--- src/rtl/mem_port_arbiter_pkg.sv ---
// Shared types for the unified I/D memory port arbiter.
package mem_port_arbiter_pkg;

  localparam int unsigned ADDR_W = 32;
  localparam int unsigned DATA_W = 32;
  localparam int unsigned CNT_W  = 4;

  typedef enum logic [1:0] {IDLE, ISSUE, WAIT, RESP} arb_state_t;

  typedef enum logic {OWN_IF, OWN_D} arb_owner_t;

  typedef struct packed {
    logic              we;
    logic [ADDR_W-1:0] addr;
    logic [DATA_W-1:0] wdata;
  } mem_req_t;

endpackage

--- src/rtl/mem_port_arbiter_if.sv ---
// Stage-side and memory-side signals of the arbiter; slave = arbiter, master = stages/memory.
interface mem_port_arbiter_if;
  import mem_port_arbiter_pkg::*;

  logic              if_req;
  logic [ADDR_W-1:0] if_addr;
  logic              if_flush;
  logic              if_gnt;
  logic              if_rvalid;
  logic [DATA_W-1:0] if_rdata;
  logic              d_req;
  logic              d_we;
  logic [ADDR_W-1:0] d_addr;
  logic [DATA_W-1:0] d_wdata;
  logic              d_gnt;
  logic              d_done;
  logic [DATA_W-1:0] d_rdata;
  logic              mem_en;
  logic              mem_we;
  logic [ADDR_W-1:0] mem_addr;
  logic [DATA_W-1:0] mem_wdata;
  logic [DATA_W-1:0] mem_rdata;
  logic              busy;

  modport slave (
    input  if_req, if_addr, if_flush, d_req, d_we, d_addr, d_wdata, mem_rdata,
    output if_gnt, if_rvalid, if_rdata, d_gnt, d_done, d_rdata,
           mem_en, mem_we, mem_addr, mem_wdata, busy
  );

  modport master (
    output if_req, if_addr, if_flush, d_req, d_we, d_addr, d_wdata, mem_rdata,
    input  if_gnt, if_rvalid, if_rdata, d_gnt, d_done, d_rdata,
           mem_en, mem_we, mem_addr, mem_wdata, busy
  );

endinterface

--- src/rtl/mem_port_arbiter_arb_priority.sv ---
// Winner select: data first, unless a waiting fetch has been starved for STREAK_MAX data grants.
module arb_priority
  import mem_port_arbiter_pkg::*;
#(
  parameter int unsigned STREAK_MAX = 4
) (
  input  logic             if_req,
  input  logic             if_flush,
  input  logic             d_req,
  input  logic [CNT_W-1:0] streak,
  output logic             grant_if_c,
  output logic             grant_d_c
);

  logic if_elig_c;
  logic if_forced_c;

  always_comb begin
    if_elig_c   = if_req & ~if_flush;
    if_forced_c = if_elig_c & (streak == CNT_W'(STREAK_MAX));
    grant_d_c   = d_req & ~if_forced_c;
    grant_if_c  = if_elig_c & ~grant_d_c;
  end

endmodule

--- src/rtl/mem_port_arbiter.sv ---
// Single-port memory arbiter between instruction fetch and load/store, one access outstanding.
module mem_port_arbiter
  import mem_port_arbiter_pkg::*;
#(
  parameter int unsigned MEM_LAT    = 2,
  parameter int unsigned STREAK_MAX = 4
) (
  input logic              clk,
  input logic              rst,
  mem_port_arbiter_if.slave bus
);

  arb_state_t        state_q, state_d;
  arb_owner_t        owner_q, owner_d;
  mem_req_t          req_q, req_d;
  logic [CNT_W-1:0]  cnt_q, cnt_d;
  logic [CNT_W-1:0]  streak_q, streak_d;
  logic              kill_q, kill_d;
  logic [DATA_W-1:0] if_rdata_q, if_rdata_d;
  logic [DATA_W-1:0] d_rdata_q, d_rdata_d;
  logic              mem_en_q, mem_en_d;
  logic              mem_we_q, mem_we_d;
  logic              busy_q, busy_d;
  logic              d_done_q, d_done_d;
  logic              if_resp_q, if_resp_d;

  logic grant_if_c, grant_d_c;
  logic arb_ok_c, kill_now_c;
  logic if_gnt_c, d_gnt_c;

  arb_priority #(.STREAK_MAX(STREAK_MAX)) u_prio (
    .if_req     (bus.if_req),
    .if_flush   (bus.if_flush),
    .d_req      (bus.d_req),
    .streak     (streak_q),
    .grant_if_c (grant_if_c),
    .grant_d_c  (grant_d_c)
  );

  // Next-state, capture and output-register computation.
  always_comb begin
    state_d    = state_q;
    owner_d    = owner_q;
    req_d      = req_q;
    cnt_d      = cnt_q;
    streak_d   = streak_q;
    kill_d     = kill_q;
    if_rdata_d = if_rdata_q;
    d_rdata_d  = d_rdata_q;
    if_gnt_c   = 1'b0;
    d_gnt_c    = 1'b0;
    arb_ok_c   = ((state_q == IDLE) || (state_q == RESP)) && !rst;
    kill_now_c = kill_q | ((owner_q == OWN_IF) & bus.if_flush);

    case (state_q)
      IDLE, RESP: begin
        state_d = IDLE;
        kill_d  = 1'b0;
        if (arb_ok_c && grant_d_c) begin
          d_gnt_c  = 1'b1;
          owner_d  = OWN_D;
          req_d    = mem_req_t'{we: bus.d_we, addr: bus.d_addr, wdata: bus.d_wdata};
          streak_d = bus.if_req ? ((streak_q < CNT_W'(STREAK_MAX)) ? streak_q + CNT_W'(1) : streak_q)
                                : '0;
          state_d  = ISSUE;
        end else if (arb_ok_c && grant_if_c) begin
          if_gnt_c = 1'b1;
          owner_d  = OWN_IF;
          req_d    = mem_req_t'{we: 1'b0, addr: bus.if_addr, wdata: '0};
          streak_d = '0;
          state_d  = ISSUE;
        end
      end
      ISSUE: begin
        cnt_d   = CNT_W'(MEM_LAT);
        kill_d  = kill_now_c;
        state_d = WAIT;
      end
      WAIT: begin
        kill_d = kill_now_c;
        if (cnt_q == CNT_W'(1)) begin
          state_d = RESP;
          if (owner_q == OWN_D) begin
            d_rdata_d = req_q.we ? '0 : bus.mem_rdata;
          end else if (!kill_now_c) begin
            if_rdata_d = bus.mem_rdata;
          end
        end else begin
          cnt_d = cnt_q - CNT_W'(1);
        end
      end
    endcase

    mem_en_d  = (state_d == ISSUE);
    mem_we_d  = (state_d == ISSUE) & req_d.we;
    busy_d    = (state_d == ISSUE) || (state_d == WAIT);
    d_done_d  = (state_d == RESP) && (owner_d == OWN_D);
    if_resp_d = (state_d == RESP) && (owner_d == OWN_IF) && !kill_d;
  end

  always_ff @(posedge clk) begin
    if (rst) begin
      state_q    <= IDLE;
      owner_q    <= OWN_IF;
      req_q      <= '0;
      cnt_q      <= '0;
      streak_q   <= '0;
      kill_q     <= 1'b0;
      if_rdata_q <= '0;
      d_rdata_q  <= '0;
      mem_en_q   <= 1'b0;
      mem_we_q   <= 1'b0;
      busy_q     <= 1'b0;
      d_done_q   <= 1'b0;
      if_resp_q  <= 1'b0;
    end else begin
      state_q    <= state_d;
      owner_q    <= owner_d;
      req_q      <= req_d;
      cnt_q      <= cnt_d;
      streak_q   <= streak_d;
      kill_q     <= kill_d;
      if_rdata_q <= if_rdata_d;
      d_rdata_q  <= d_rdata_d;
      mem_en_q   <= mem_en_d;
      mem_we_q   <= mem_we_d;
      busy_q     <= busy_d;
      d_done_q   <= d_done_d;
      if_resp_q  <= if_resp_d;
    end
  end

  assign bus.if_gnt    = if_gnt_c;
  assign bus.d_gnt     = d_gnt_c;
  // A flush in the response cycle itself still suppresses the fetch response.
  assign bus.if_rvalid = if_resp_q & ~bus.if_flush;
  assign bus.if_rdata  = if_rdata_q;
  assign bus.d_done    = d_done_q;
  assign bus.d_rdata   = d_rdata_q;
  assign bus.mem_en    = mem_en_q;
  assign bus.mem_we    = mem_we_q;
  assign bus.mem_addr  = req_q.addr;
  assign bus.mem_wdata = req_q.wdata;
  assign bus.busy      = busy_q;

endmodule
--- src/flat_wrapper.sv ---
// flat-port wrapper written by rule: the top's interface ports become plain ports
module mem_port_arbiter_flat import mem_port_arbiter_pkg::*;
#(
  parameter int unsigned MEM_LAT    = 2,
  parameter int unsigned STREAK_MAX = 4
)
  (clk, rst, bus_if_req, bus_if_addr, bus_if_flush, bus_d_req, bus_d_we, bus_d_addr, bus_d_wdata, bus_mem_rdata, bus_if_gnt, bus_if_rvalid, bus_if_rdata, bus_d_gnt, bus_d_done, bus_d_rdata, bus_mem_en, bus_mem_we, bus_mem_addr, bus_mem_wdata, bus_busy);
  mem_port_arbiter_if bus_i ();
  input logic clk;
  input logic rst;
  input wire logic [$bits(bus_i.if_req)-1:0] bus_if_req;
  input wire logic [$bits(bus_i.if_addr)-1:0] bus_if_addr;
  input wire logic [$bits(bus_i.if_flush)-1:0] bus_if_flush;
  input wire logic [$bits(bus_i.d_req)-1:0] bus_d_req;
  input wire logic [$bits(bus_i.d_we)-1:0] bus_d_we;
  input wire logic [$bits(bus_i.d_addr)-1:0] bus_d_addr;
  input wire logic [$bits(bus_i.d_wdata)-1:0] bus_d_wdata;
  input wire logic [$bits(bus_i.mem_rdata)-1:0] bus_mem_rdata;
  output wire logic [$bits(bus_i.if_gnt)-1:0] bus_if_gnt;
  output wire logic [$bits(bus_i.if_rvalid)-1:0] bus_if_rvalid;
  output wire logic [$bits(bus_i.if_rdata)-1:0] bus_if_rdata;
  output wire logic [$bits(bus_i.d_gnt)-1:0] bus_d_gnt;
  output wire logic [$bits(bus_i.d_done)-1:0] bus_d_done;
  output wire logic [$bits(bus_i.d_rdata)-1:0] bus_d_rdata;
  output wire logic [$bits(bus_i.mem_en)-1:0] bus_mem_en;
  output wire logic [$bits(bus_i.mem_we)-1:0] bus_mem_we;
  output wire logic [$bits(bus_i.mem_addr)-1:0] bus_mem_addr;
  output wire logic [$bits(bus_i.mem_wdata)-1:0] bus_mem_wdata;
  output wire logic [$bits(bus_i.busy)-1:0] bus_busy;
  assign bus_i.if_req = bus_if_req;
  assign bus_i.if_addr = bus_if_addr;
  assign bus_i.if_flush = bus_if_flush;
  assign bus_i.d_req = bus_d_req;
  assign bus_i.d_we = bus_d_we;
  assign bus_i.d_addr = bus_d_addr;
  assign bus_i.d_wdata = bus_d_wdata;
  assign bus_i.mem_rdata = bus_mem_rdata;
  assign bus_if_gnt = bus_i.if_gnt;
  assign bus_if_rvalid = bus_i.if_rvalid;
  assign bus_if_rdata = bus_i.if_rdata;
  assign bus_d_gnt = bus_i.d_gnt;
  assign bus_d_done = bus_i.d_done;
  assign bus_d_rdata = bus_i.d_rdata;
  assign bus_mem_en = bus_i.mem_en;
  assign bus_mem_we = bus_i.mem_we;
  assign bus_mem_addr = bus_i.mem_addr;
  assign bus_mem_wdata = bus_i.mem_wdata;
  assign bus_busy = bus_i.busy;
  mem_port_arbiter #(.MEM_LAT(MEM_LAT), .STREAK_MAX(STREAK_MAX)) u_core (.clk(clk), .rst(rst), .bus(bus_i));
endmodule
--- config.mk ---
export PLATFORM = sky130hd
export DESIGN_NAME = mem_port_arbiter_flat
export DESIGN_NICKNAME = d
export VERILOG_FILES = /design/src/rtl/mem_port_arbiter_pkg.sv /design/src/rtl/mem_port_arbiter_if.sv /design/src/rtl/mem_port_arbiter_arb_priority.sv /design/src/rtl/mem_port_arbiter.sv /design/src/flat_wrapper.sv
export SDC_FILE = /design/constraint.sdc
export NUM_CORES = 1
export LEC_CHECK = 0
export CORE_MARGIN = 1.5
export CORE_UTILIZATION = 42
export CTS_CLUSTER_SIZE = 30
export DETAILED_ROUTE_END_ITERATION = 10
export HOLD_SLACK_MARGIN = 0.05
export PLACE_DENSITY_LB_ADDON = 0.08
export SYNTH_ARGS = -nofsm -noshare
export SYNTH_HDL_FRONTEND = slang
export SYNTH_SLANG_ARGS = --single-unit
--- constraint.sdc ---
create_clock -name clk -period 2.21 [get_ports clk]
set_input_delay 0.442 -clock clk [delete_from_list [all_inputs] [get_ports clk]]
set_output_delay 0.442 -clock clk [all_outputs]
set_load 0.005 [all_outputs]
==> impl_metrics.env <==
export IMPL_outcome="finished, final reports clean"
export IMPL_area_delta_synth_final_pct=49.7
export IMPL_startpoint_type="register"
export IMPL_diodes=0
export IMPL_fin_crit_sh_pct=97.3
export IMPL_dp_hpwl_um=11300
export IMPL_period_minus_slack_ns=2.15
export IMPL_hold_path_class="register to register"
export IMPL_fin_skew_ns=0.00973
export IMPL_synthTopCellsByCount="dfxtp_1, nand2_1, nor2_1"
export IMPL_grt_total_usage_pct=20.9
export IMPL_drt_total_wl_um=16600
export IMPL_numCtsBuffers=17
export IMPL_wl_met1_um=6830
export IMPL_htree_levels=4
export IMPL_antenna_left=0
export IMPL_crit_buf_inv=2
export IMPL_yosysMostFrequentCell="dfxtp_1"
export IMPL_ys_top_cells_by_area="dfxtp_1, buf_4, nand2_1"
export IMPL_final_hold_violation_count=0
export IMPL_crit_type="register to output port"
export IMPL_drtPass1Iterations=10
export IMPL_worstSetupEndpointType="output port"
export IMPL_dieWidth_um=122
export IMPL_insertion_delay_ns=0.41
export IMPL_routed_via_count=5417
export IMPL_cp_max_fo=4
export IMPL_routabilityCongestion=0.719
export IMPL_worst_pin_slew_ns=0.982
export IMPL_max_freq_ghz=0.465
export IMPL_cp_arrival_ns=1.71
export IMPL_cp_data_required_time_ns=1.77
export IMPL_top_layer="met4"
export IMPL_viasPerCell=5.17
export IMPL_overflow=0
export IMPL_relSlewSlack_pct=34.5
export IMPL_drc=0
export IMPL_setup_viol=0
export IMPL_clk_pin_slew_ns=0.06
export IMPL_synth_edf_count=0
export IMPL_grt_max_degree=97
export IMPL_ios=269
export IMPL_routed_wl_met2_um=8110
export IMPL_drive_gt1_share_pct=7.15
export IMPL_power_leakage_nw=3.19
export IMPL_wire_per_inst_um=15.9
export IMPL_yosys_area_top_type="dfxtp_1"
export IMPL_yosys_warnings=0
export IMPL_start_util_pct=43.1
export IMPL_cts_root_buf="clkbuf_16"
export IMPL_cp_cell_sequence="inv_1 -> ha_2 -> nand3b_4 -> a2111oi_4 -> buf_2"
export IMPL_synth_compound_area_share_pct=18.0
export IMPL_max_stage_delay_ns=0.37
export IMPL_rsz0062_at_grt="yes"
export IMPL_synth_xor_area_share_pct=0
export IMPL_drv_slew=0
export IMPL_synth_top_family_by_area="simple AND/OR/NAND/NOR gates"
export IMPL_ys_ff_latch=146
export IMPL_power_density_nw_per_um2=752
export IMPL_met3_length_um=1410
export IMPL_first_iter_violations=377
export IMPL_muxShareOfSynthArea_pct=0
export IMPL_synthSimpleGateAreaFrac_pct=18.2
export IMPL_netlist_area_um2=5990
export IMPL_synthCells=663
export IMPL_core_area_um2=13900
export IMPL_ctsHoldBuffers=0
export IMPL_yosysUniqueCellTypes=41
export IMPL_synth_top_area_share_pct=48.8
export IMPL_cts_tree="done"
export IMPL_antenna_found_initial=0
export IMPL_clkSinkCount=146
export IMPL_crit_slowest_cell="a2111oi_4"
export IMPL_grt_pass1_vias=5182
export IMPL_syn_area_per_cell_um2=9.03
export IMPL_crit_family="compound AO/OA/AOI/OAI gates"
export IMPL_fp_row_count=43
export IMPL_synth_async_reset_ratio_pct=0
export IMPL_layout_setup_ws_ns=0.0598
export IMPL_synthFlopType="dfxtp_1"
export IMPL_grt_pass1_wl_um=24700
export IMPL_nets=997
export IMPL_design_die_area_um2=15000
export IMPL_ir_drop_mv=0.511
export IMPL_pre_cts_ws_ns=-0.149
export IMPL_hold_slack_ns=0.450
export IMPL_synth_fp_nets=805
export IMPL_dieHeight_um=122
export IMPL_cts_buffer_depth=2
export IMPL_port_buffer_count=268
export IMPL_yosysSeqAreaShare_pct=48.8
export IMPL_drv_cap=0
export IMPL_synth_fa_ha_area_share_pct=1.67
## cells by family (layout without fill, tap and decap cells)
kind of cell	count (synthesis)	after routing
buf+inv	123	327
fa+ha+maj	8	8
compound gates	154	154
flops	146	146
simple gates	232	232
## state kept, by name, summed over array words and instances, names as in the netlist, 2 cells and up
| register | cells |
|---|---|
| u_core.cnt_q | 4 |
| u_core.streak_q | 4 |
| u_core.bus.d_rdata | 32 |
| u_core.bus.mem_wdata | 32 |
| u_core.state_q | 2 |
| u_core.bus.mem_addr | 32 |
| u_core.bus.if_rdata | 32 |
## through the flow
stage	cell area (um2)	total power, mW	std cells	util [%]	TNS [ns]
after floorplan	5990	3.26	663	-	0
after global placement	8310	3.65	1015	59.9	-2.29
after detailed placement	8310	3.67	1015	59.9	-3.45
after CTS	8960	6.80	1046	64.5	0
after global routing	8960	6.99	1047	64.6	-0.0618
final	8960	6.74	1047	64.6	0
## worst register-to-register path: stages, from the launching register on
cell	delay [ns]
dfxtp_1	0.33
inv_1	0.09
ha_2	0.21
nand3b_4	0.10
a2111oi_4	0.37
buf_4	0.16
buf_4	0.32
a222oi_1	0.15
nor2_1	0.12
## routing by layer
| layer | vias up | GRT usage, % |
|---|---|---|
| met3 | 20 | 7.25 |
| met4 | 0 | 7.56 |
| met5 | - | 0 |
| met2 | 215 | 34.1 |
| met1 | 2550 | 25.4 |
| li1 | 2632 | - |
## cell type report
class	instances	area, um2
multi-input combinational	394	2280
fill	1120	4920
clock buffer	20	467
sequential	146	2920
timing repair buffer	288	2860
tap	180	225
inverter	8	30.0
clock inverter	11	183
## final timing paths
path                         startpoint  depth (start not counted)  slack [ns]                 endpoint
setup / recovery     u_core.streak_q[0]                          5        0.06               bus_if_gnt
hold reg to reg   u_core.bus.d_rdata[2]                          2        0.45    u_core.bus.d_rdata[2]
setup reg to reg     u_core.streak_q[0]                          8        0.29  u_core.bus.mem_addr[30]
hold / removal    u_core.bus.d_rdata[2]                          2        0.45    u_core.bus.d_rdata[2]
## power breakdown
group | internal [mW] | leakage, nW | switching [mW]
Clock | 2.08 | 0.321 | 1.05
Sequential | 2.73 | 1.18 | 0.0567
Combinational | 0.495 | 1.68 | 0.336
Total | 5.30 | 3.19 | 1.44
## placed cells by master (no fill, tap or decap), types with 3 or more instances in the layout
| cell | count |
|---|---|
| clkdlybuf4s50_1 | 265 |
| dfxtp_1 | 146 |
| nand2_1 | 101 |
| nor2_1 | 74 |
| a21oi_1 | 72 |
| a22oi_1 | 33 |
| nand3b_1 | 33 |
| a222oi_1 | 32 |
| clkbuf_16 | 17 |
| buf_4 | 17 |
| inv_1 | 8 |
| nor2b_1 | 7 |
| ha_1 | 7 |
| clkinv_2 | 5 |
| bufinv_16 | 5 |
| nand3_1 | 3 |
| o21ai_0 | 3 |
| clkbuf_8 | 3 |
| buf_12 | 3 |
## what timing repair did
item | in CTS | in global routing
gates resized for setup | 6 | 3
setup endpoints to repair | 2 | 3
hold endpoints to repair | 0 | 0
setup buffers | 0 | 1
pin swaps | 0 | 1
gates cloned | 0 | 0
(Power assumes the default switching activity.)
